`config.mk`:
```
export PLATFORM = sky130hd
export DESIGN_NAME = vector_exec_unit_flat
export DESIGN_NICKNAME = d
export VERILOG_FILES = /design/src/rtl/vector_exec_unit_if.sv /design/src/rtl/vector_exec_unit.sv /design/src/flat_wrapper.sv
export SDC_FILE = /design/constraint.sdc
export NUM_CORES = 2
export LEC_CHECK = 0
export ABC_AREA = 1
export CAP_MARGIN = 20
export CORE_MARGIN = 5
export CORE_UTILIZATION = 59
export CTS_BUF_LIST = sky130_fd_sc_hd__clkbuf_4 sky130_fd_sc_hd__clkbuf_8 sky130_fd_sc_hd__clkbuf_16
export CTS_CLUSTER_SIZE = 40
export DETAILED_ROUTE_END_ITERATION = 12
export PLACE_DENSITY_LB_ADDON = 0.3
export RECOVER_POWER = 25
export SYNTH_ARGS = -nofsm -noshare
export SYNTH_HDL_FRONTEND = slang
export SYNTH_SLANG_ARGS = --single-unit
```
`constraint.sdc`:
```
create_clock -name clk -period 11.5 [get_ports clk]
set_input_delay 1.725 -clock clk [delete_from_list [all_inputs] [get_ports clk]]
set_output_delay 1.725 -clock clk [all_outputs]
set_load 0.005 [all_outputs]
```
`src/rtl/vector_exec_unit_if.sv`:
```
// Request/result bundle between a vector_exec_unit and its issuing pipeline.
// The master issues operations and consumes results; the slave is the execution unit.
interface vector_exec_unit_if #(
  parameter int LANES = 4
);
  logic                  in_valid;
  logic                  in_ready;
  logic [2:0]            op;
  logic [32*LANES-1:0]   src_a;
  logic [32*LANES-1:0]   src_b;
  logic [5:0]            dst;
  logic                  res_valid;
  logic                  res_ready;
  logic [32*LANES-1:0]   res_data;
  logic [5:0]            res_dst;
  logic                  res_we;

  modport master (
    output in_valid, op, src_a, src_b, dst, res_ready,
    input  in_ready, res_valid, res_data, res_dst, res_we
  );

  modport slave (
    input  in_valid, op, src_a, src_b, dst, res_ready,
    output in_ready, res_valid, res_data, res_dst, res_we
  );
endinterface

```
`src/rtl/vector_exec_unit.sv`:
```
// Multi-cycle vector ALU: one 32-bit lane per cycle, result held until the consumer accepts it.
// state | meaning
// IDLE  | ready for a request (in_ready = 1)
// BUSY  | computing lane r_cnt; scalar ops stop after lane 0
// DONE  | result valid, waiting for res_ready
module vector_exec_unit #(
  parameter int LANES = 4
) (
  input  logic               clk,
  input  logic               rst,
  vector_exec_unit_if.slave  bus
);
  localparam int W  = 32 * LANES;
  localparam int CW = $clog2(LANES);

  typedef enum logic [1:0] {IDLE, BUSY, DONE} state_t;

  state_t          r_state;
  logic            r_in_ready;
  logic            r_res_valid;
  logic            r_res_we;
  logic [CW-1:0]   r_cnt;
  logic [2:0]      r_op;
  logic [W-1:0]    r_a;
  logic [W-1:0]    r_b;
  logic [W-1:0]    r_res_data;
  logic [5:0]      r_dst;

  logic [CW+4:0]   w_lsb;
  logic [31:0]     w_a;
  logic [31:0]     w_b;
  logic [31:0]     w_lane;
  logic            w_last;

  assign w_lsb  = {r_cnt, 5'd0};
  assign w_a    = r_a[w_lsb +: 32];
  assign w_b    = r_b[w_lsb +: 32];
  // Scalar destinations (dst[5] = 0) only ever produce lane 0.
  assign w_last = !r_dst[5] || (r_cnt == CW'(LANES - 1));

  always_comb begin
    w_lane = '0;
    case (r_op)
      3'b000: w_lane = w_a + w_b;
      3'b001: w_lane = w_a - w_b;
      3'b010: w_lane = w_a & w_b;
      3'b011: w_lane = w_a | w_b;
      3'b100: w_lane = w_a ^ w_b;
      3'b101: w_lane = w_a << w_b[4:0];
      3'b110: w_lane = w_a >> w_b[4:0];
      3'b111: w_lane = w_a * w_b;
      default: w_lane = '0;
    endcase
  end

  always_ff @(posedge clk) begin
    if (rst) begin
      r_state     <= IDLE;
      r_in_ready  <= 1'b1;
      r_res_valid <= 1'b0;
      r_res_we    <= 1'b0;
      r_cnt       <= '0;
      r_op        <= '0;
      r_a         <= '0;
      r_b         <= '0;
      r_res_data  <= '0;
      r_dst       <= '0;
    end else begin
      case (r_state)
        IDLE: begin
          if (bus.in_valid && r_in_ready) begin
            r_op       <= bus.op;
            r_a        <= bus.src_a;
            r_b        <= bus.src_b;
            r_dst      <= bus.dst;
            r_res_data <= '0;
            r_cnt      <= '0;
            r_in_ready <= 1'b0;
            r_state    <= BUSY;
          end
        end
        BUSY: begin
          r_res_data[w_lsb +: 32] <= w_lane;
          if (w_last) begin
            r_res_valid <= 1'b1;
            // Scalar register 0 is hardwired zero, so the write is suppressed.
            r_res_we    <= (r_dst != 6'd0);
            r_state     <= DONE;
          end else begin
            r_cnt <= r_cnt + 1'b1;
          end
        end
        DONE: begin
          if (bus.res_ready) begin
            r_res_valid <= 1'b0;
            r_res_we    <= 1'b0;
            r_in_ready  <= 1'b1;
            r_state     <= IDLE;
          end
        end
        default: r_state <= IDLE;
      endcase
    end
  end

  assign bus.in_ready  = r_in_ready;
  assign bus.res_valid = r_res_valid;
  assign bus.res_we    = r_res_we;
  assign bus.res_data  = r_res_data;
  assign bus.res_dst   = r_dst;
endmodule

```
`src/flat_wrapper.sv`:
```
// flat-port wrapper written by rule: the top's interface ports become plain ports
module vector_exec_unit_flat 
#(
  parameter int LANES = 4
)
  (clk, rst, bus_in_valid, bus_op, bus_src_a, bus_src_b, bus_dst, bus_res_ready, bus_in_ready, bus_res_valid, bus_res_data, bus_res_dst, bus_res_we);
  vector_exec_unit_if #(.LANES(LANES)) bus_i ();
  input  logic clk;
  input  logic rst;
  input wire logic [$bits(bus_i.in_valid)-1:0] bus_in_valid;
  input wire logic [$bits(bus_i.op)-1:0] bus_op;
  input wire logic [$bits(bus_i.src_a)-1:0] bus_src_a;
  input wire logic [$bits(bus_i.src_b)-1:0] bus_src_b;
  input wire logic [$bits(bus_i.dst)-1:0] bus_dst;
  input wire logic [$bits(bus_i.res_ready)-1:0] bus_res_ready;
  output wire logic [$bits(bus_i.in_ready)-1:0] bus_in_ready;
  output wire logic [$bits(bus_i.res_valid)-1:0] bus_res_valid;
  output wire logic [$bits(bus_i.res_data)-1:0] bus_res_data;
  output wire logic [$bits(bus_i.res_dst)-1:0] bus_res_dst;
  output wire logic [$bits(bus_i.res_we)-1:0] bus_res_we;
  assign bus_i.in_valid = bus_in_valid;
  assign bus_i.op = bus_op;
  assign bus_i.src_a = bus_src_a;
  assign bus_i.src_b = bus_src_b;
  assign bus_i.dst = bus_dst;
  assign bus_i.res_ready = bus_res_ready;
  assign bus_in_ready = bus_i.in_ready;
  assign bus_res_valid = bus_i.res_valid;
  assign bus_res_data = bus_i.res_data;
  assign bus_res_dst = bus_i.res_dst;
  assign bus_res_we = bus_i.res_we;
  vector_exec_unit #(.LANES(LANES)) u_core (.clk(clk), .rst(rst), .bus(bus_i));
endmodule
```
==> results_tabular.tex <==
\begin{tabular}{lr}
\hline
Metric & Value \\
\hline
\multicolumn{2}{l}{\textbf{Run status}} \\
Outcome & finished with violations \\
Violated checks & max-capacitance violations, max-slew violations \\
\multicolumn{2}{l}{\textbf{Critical path}} \\
Crit path depth & 31 \\
Slowest stage cell on the critical path & dfxtp\_4 \\
Buffers \& Inverters on Critical Path & 4 \\
Startpoint-to-endpoint class of the critical path & reg -> reg \\
Kind of end point of the critical path & flip-flop \\
Most numerous cell on the critical path & fa\_1 \\
Maximum net fanout on the critical path & 88 \\
Required time of the critical path & 11.88 ns \\
Startpoint type of the worst setup path & flip-flop \\
Kind of cell adding the most delay to the critical path & adder cells \\
Worst reg2reg path depth & 31 \\
Arrival time at the worst endpoint & 10.71 ns \\
Delay of the slowest cell on the worst path & between 0.8 and 0.9 ns \\
\multicolumn{2}{l}{\textbf{Yosys}} \\
Synth cell types & 55 \\
Post-Syn Area & 38500 µm² \\
Fraction of synthesis flops using an asynchronous set or reset pin & 0\% \\
Yosys warnings & 0 \\
Sequential fraction of the synthesis area & 20.8\% \\
Most frequently used flop master after synthesis & dfxtp\_1 \\
Post-synth net total & around 6400 \\
Flip-flop and latch count after synthesis & 400 \\
Synthesized area per cell & approximately 7.0 µm² \\
EDFF count, synth & 0 \\
Synth Instances & 5492 \\
\multicolumn{2}{l}{\textbf{Flow run}} \\
Max\_cap viols & 2 \\
\multicolumn{2}{l}{\textbf{Pwr}} \\
Power density of the placed cells & 241 nW/µm² \\
Static leakage power & around 0.020 µW \\
Overall Power & 10700 µW \\
Worst ir drop on vdd & $\sim$0.33 mV \\
\multicolumn{2}{l}{\textbf{Clock network}} \\
Latest clock arrival within the worst-skew pair & 0.54 ns \\
Post-CTS clock slew at the launch and capture registers of the worst setup and hold paths & 0.07 ns \\
Number of levels the H-tree was split into & 2 \\
Longest Clk Path Bufs & 3 \\
Number of resized instances in the post-cts repair step & 0 \\
Post-CTS setup buffer count & 0 \\
Master cell of the clock root buffer & clkbuf\_16 \\
Inserted Clock Buffers & 37 \\
Hold-fix buffer count after cts & 0 \\
Number of clock sinks & 400 \\
TritonCTS clock tree & yes \\
\multicolumn{2}{l}{\textbf{STA}} \\
Final worst path period share & 89.8\% \\
Number of failing hold endpoints at the final stage & 0 \\
Final Skew & 0.0134 ns \\
Setup-violating endpoint count in the final report & 0 \\
Worst Hold Margin & roughly 0.45 ns \\
Headroom to the max-slew limit & -134\% \\
Setup repair after global routing missed its margin & no \\
Setup TNS after final layout & 0 ns \\
Shortest clock period the worst path allows after layout & just over 10 ns \\
Worst-margin pin slew & approximately 3.5 ns \\
Final number of max-transition violations & 191 \\
Maximum frequency from static timing analysis & 96.8 MHz \\
\multicolumn{2}{l}{\textbf{Detailed routing}} \\
Avg Vias per Cell & 6.05 \\
Post-Route WL & 160000 µm \\
Average wire length per cell after detail routing & 24.2 µm \\
Count of antenna-violating nets left after detailed routing & 0 \\
Post-route DRC violation count & 0 \\
Vias after detailed routing & 39959 \\
Number of optimization iterations in the first detailed-route pass & 6 \\
Initial DRC Count & about 4900 \\
\multicolumn{2}{l}{\textbf{Floorplanning}} \\
Initial standard-cell utilization of the core & 59.6\% \\
Height of the chip & 265 µm \\
Boundary Pins & just over 400 \\
Number of rows created at floorplan & 93 \\
Die ar. & between 70000 and 80000 µm² \\
Core area & 64600 µm² \\
Die W & 265 µm \\
\multicolumn{2}{l}{\textbf{Layout}} \\
Total non-filler cell area in the finished layout & 44400 µm² \\
Layout overhead on the synthesized area & 15.3\% \\
Fraction of final layout cells with drive strength greater than 1 & 3.80\% \\
Number of nets in the final layout & 6614 \\
\multicolumn{2}{l}{\textbf{GRT}} \\
Antenna violations before repair & 12 \\
Overall overflow remaining after global route & 0 \\
Total routing usage reported by global routing & 43.5\% \\
Maximum number of pins on one net before global-route repair & 257 \\
Via count of the first global-routing pass & 38927 \\
Global-route wire length before repair & 235000 µm \\
\multicolumn{2}{l}{\textbf{Hold path}} \\
Path category of the worst min-delay check & reg -> reg \\
Worst hold path depth & 2 \\
\multicolumn{2}{l}{\textbf{Placed design}} \\
GPL Wtd Cong & 1.06 \\
Quantity of I/O buffers inserted on ports & a little over 400 \\
HPWL after DPL & 122000 µm \\
Cell Area, Placed & 43000 µm² \\
\hline
\end{tabular}
[placed cells by master (no fill, tap or decap), drive strengths merged, types with 9 or more instances in the layout]
cell	synthesis	routed
or2	13	13
o221ai	14	14
diode	0	11
nand3b	10	10
inv	670	671
o21ai	485	485
xor2	52	52
a221oi	11	11
clkinv	10	18
nand3	231	231
fa	409	409
o21bai	9	9
nor2	908	908
a22oi	10	10
dfxtp	400	400
clkbuf	203	50
o211ai	36	36
nand4	31	31
nor3	28	28
clkdlybuf4s50	0	337
a31oi	17	17
buf	115	93
a21oi	338	338
a211oi	18	18
dlygate4sd3	0	67
xnor2	17	17
nand2	1167	1167
ha	225	225
o2111ai	12	12
[worst register-to-register path: cells and delay by family (launching register included)]
kind | cells | cell delay, ns
AO/OA/AOI/OAI | 4 | 0.50
adder cells (fa/ha/maj) | 10 | 4.87
buffers and inverters | 4 | 1.43
flip-flops | 1 | 0.82
AND/OR/NAND/NOR | 13 | 2.53
[cell usage after synthesis, types with 6 or more instances]
library cell / n / share of area [%]
inv_2: 15 / 0.15
a21o_1: 7 / 0.14
inv_1: 654 / 6.4
nor4_1: 7 / 0.11
buf_1: 39 / 0.38
a221oi_1: 11 / 0.25
buf_2: 66 / 0.86
o221ai_1: 14 / 0.32
nand4_1: 31 / 0.50
xnor2_1: 17 / 0.39
nor2_1: 904 / 8.8
o21ai_1: 23 / 0.30
a211oi_1: 18 / 0.35
o21ai_0: 461 / 6.0
a31oi_1: 17 / 0.28
ha_1: 225 / 7.3
o21bai_1: 9 / 0.18
o21a_1: 7 / 0.14
nand2_1: 1161 / 11
nor3_1: 23 / 0.30
a22oi_1: 10 / 0.19
dfxtp_1: 400 / 21
clkinv_1: 10 / 0.097
xor2_1: 52 / 1.2
clkbuf_1: 203 / 2.0
nand3b_1: 10 / 0.19
o22ai_1: 7 / 0.11
o211ai_1: 35 / 0.68
o2111ai_1: 12 / 0.27
nand2_2: 6 / 0.097
buf_4: 8 / 0.16
or2_2: 12 / 0.19
nand3_1: 230 / 3.0
fa_1: 409 / 21
a21oi_1: 338 / 4.4
[through the flow]
stage                     utilization [%]  setup slack [ns]  instances
after global routing                 68.7             0.719       6599
final                                68.7              1.17       6602
after floorplan                         -              3.19       5492
after global placement               66.7              1.58       6524
after CTS                            68.6              1.42       6588
after detailed placement             66.7              1.46       6524
[layout make-up]
class                           instances  area (µm²)
Antenna cell                           11        27.5
Clock buffer                           49        1060
Clock inverter                         15         185
Fill cell                            5557       20200
Inverter                              680        2560
Multi-Input combinational cell       4094       26700
Sequential cell                       400        8010
Tap cell                              855        1070
Timing Repair Buffer                  498        4820
[final timing paths]
check                  start                       end  slack (ns)
max          u_core.r_cnt[0]  u_core.bus.res_data[125]        1.17
min           u_core.r_b[64]            u_core.r_b[64]        0.45
max reg2reg  u_core.r_cnt[0]  u_core.bus.res_data[125]        1.17
min reg2reg   u_core.r_b[64]            u_core.r_b[64]        0.45
[state kept, by name, indices dropped and copies added, names as in the netlist, 2 cells and up]
| name | flops |
|---|---|
| u_core.bus.res_data | 128 |
| u_core.bus.res_dst | 6 |
| u_core.r_a | 128 |
| u_core.r_b | 128 |
| u_core.r_cnt | 2 |
| u_core.r_op | 3 |
| u_core.r_state | 2 |
[cell families (layout without fill, tap and decap cells)]
group,count (synthesis),in the layout,share of synthesized area (%)
simple gates,2397,2397,24.8
buf+inv,998,1242,10.1
compound gates,989,989,14.1
fa+ha+maj,634,634,28.6
flops,400,400,20.8
xor+xnor,69,69,1.57
mux,5,5,0.130
other cells,0,11,0
[report_power, final]
part           internal, µW  switching (µW)  total (µW)
logic                  2670            5150        7820
clock network           740             548        1290
registers              1510            64.6        1580
total                  4920            5760       10700
[metal layers]
metal  vias up  wire [µm]  share of wire [%]  global-route usage, %
li1      17760          -                  -                      -
met1     18860      56200                 35                   53.4
met2      2591      69800                 44                   67.7
met3       742      18700                 12                   10.2
met4         6      14600                9.2                   31.1
met5         -         40              0.025                      0
Note: power is estimated with default switching activity, not from simulation.
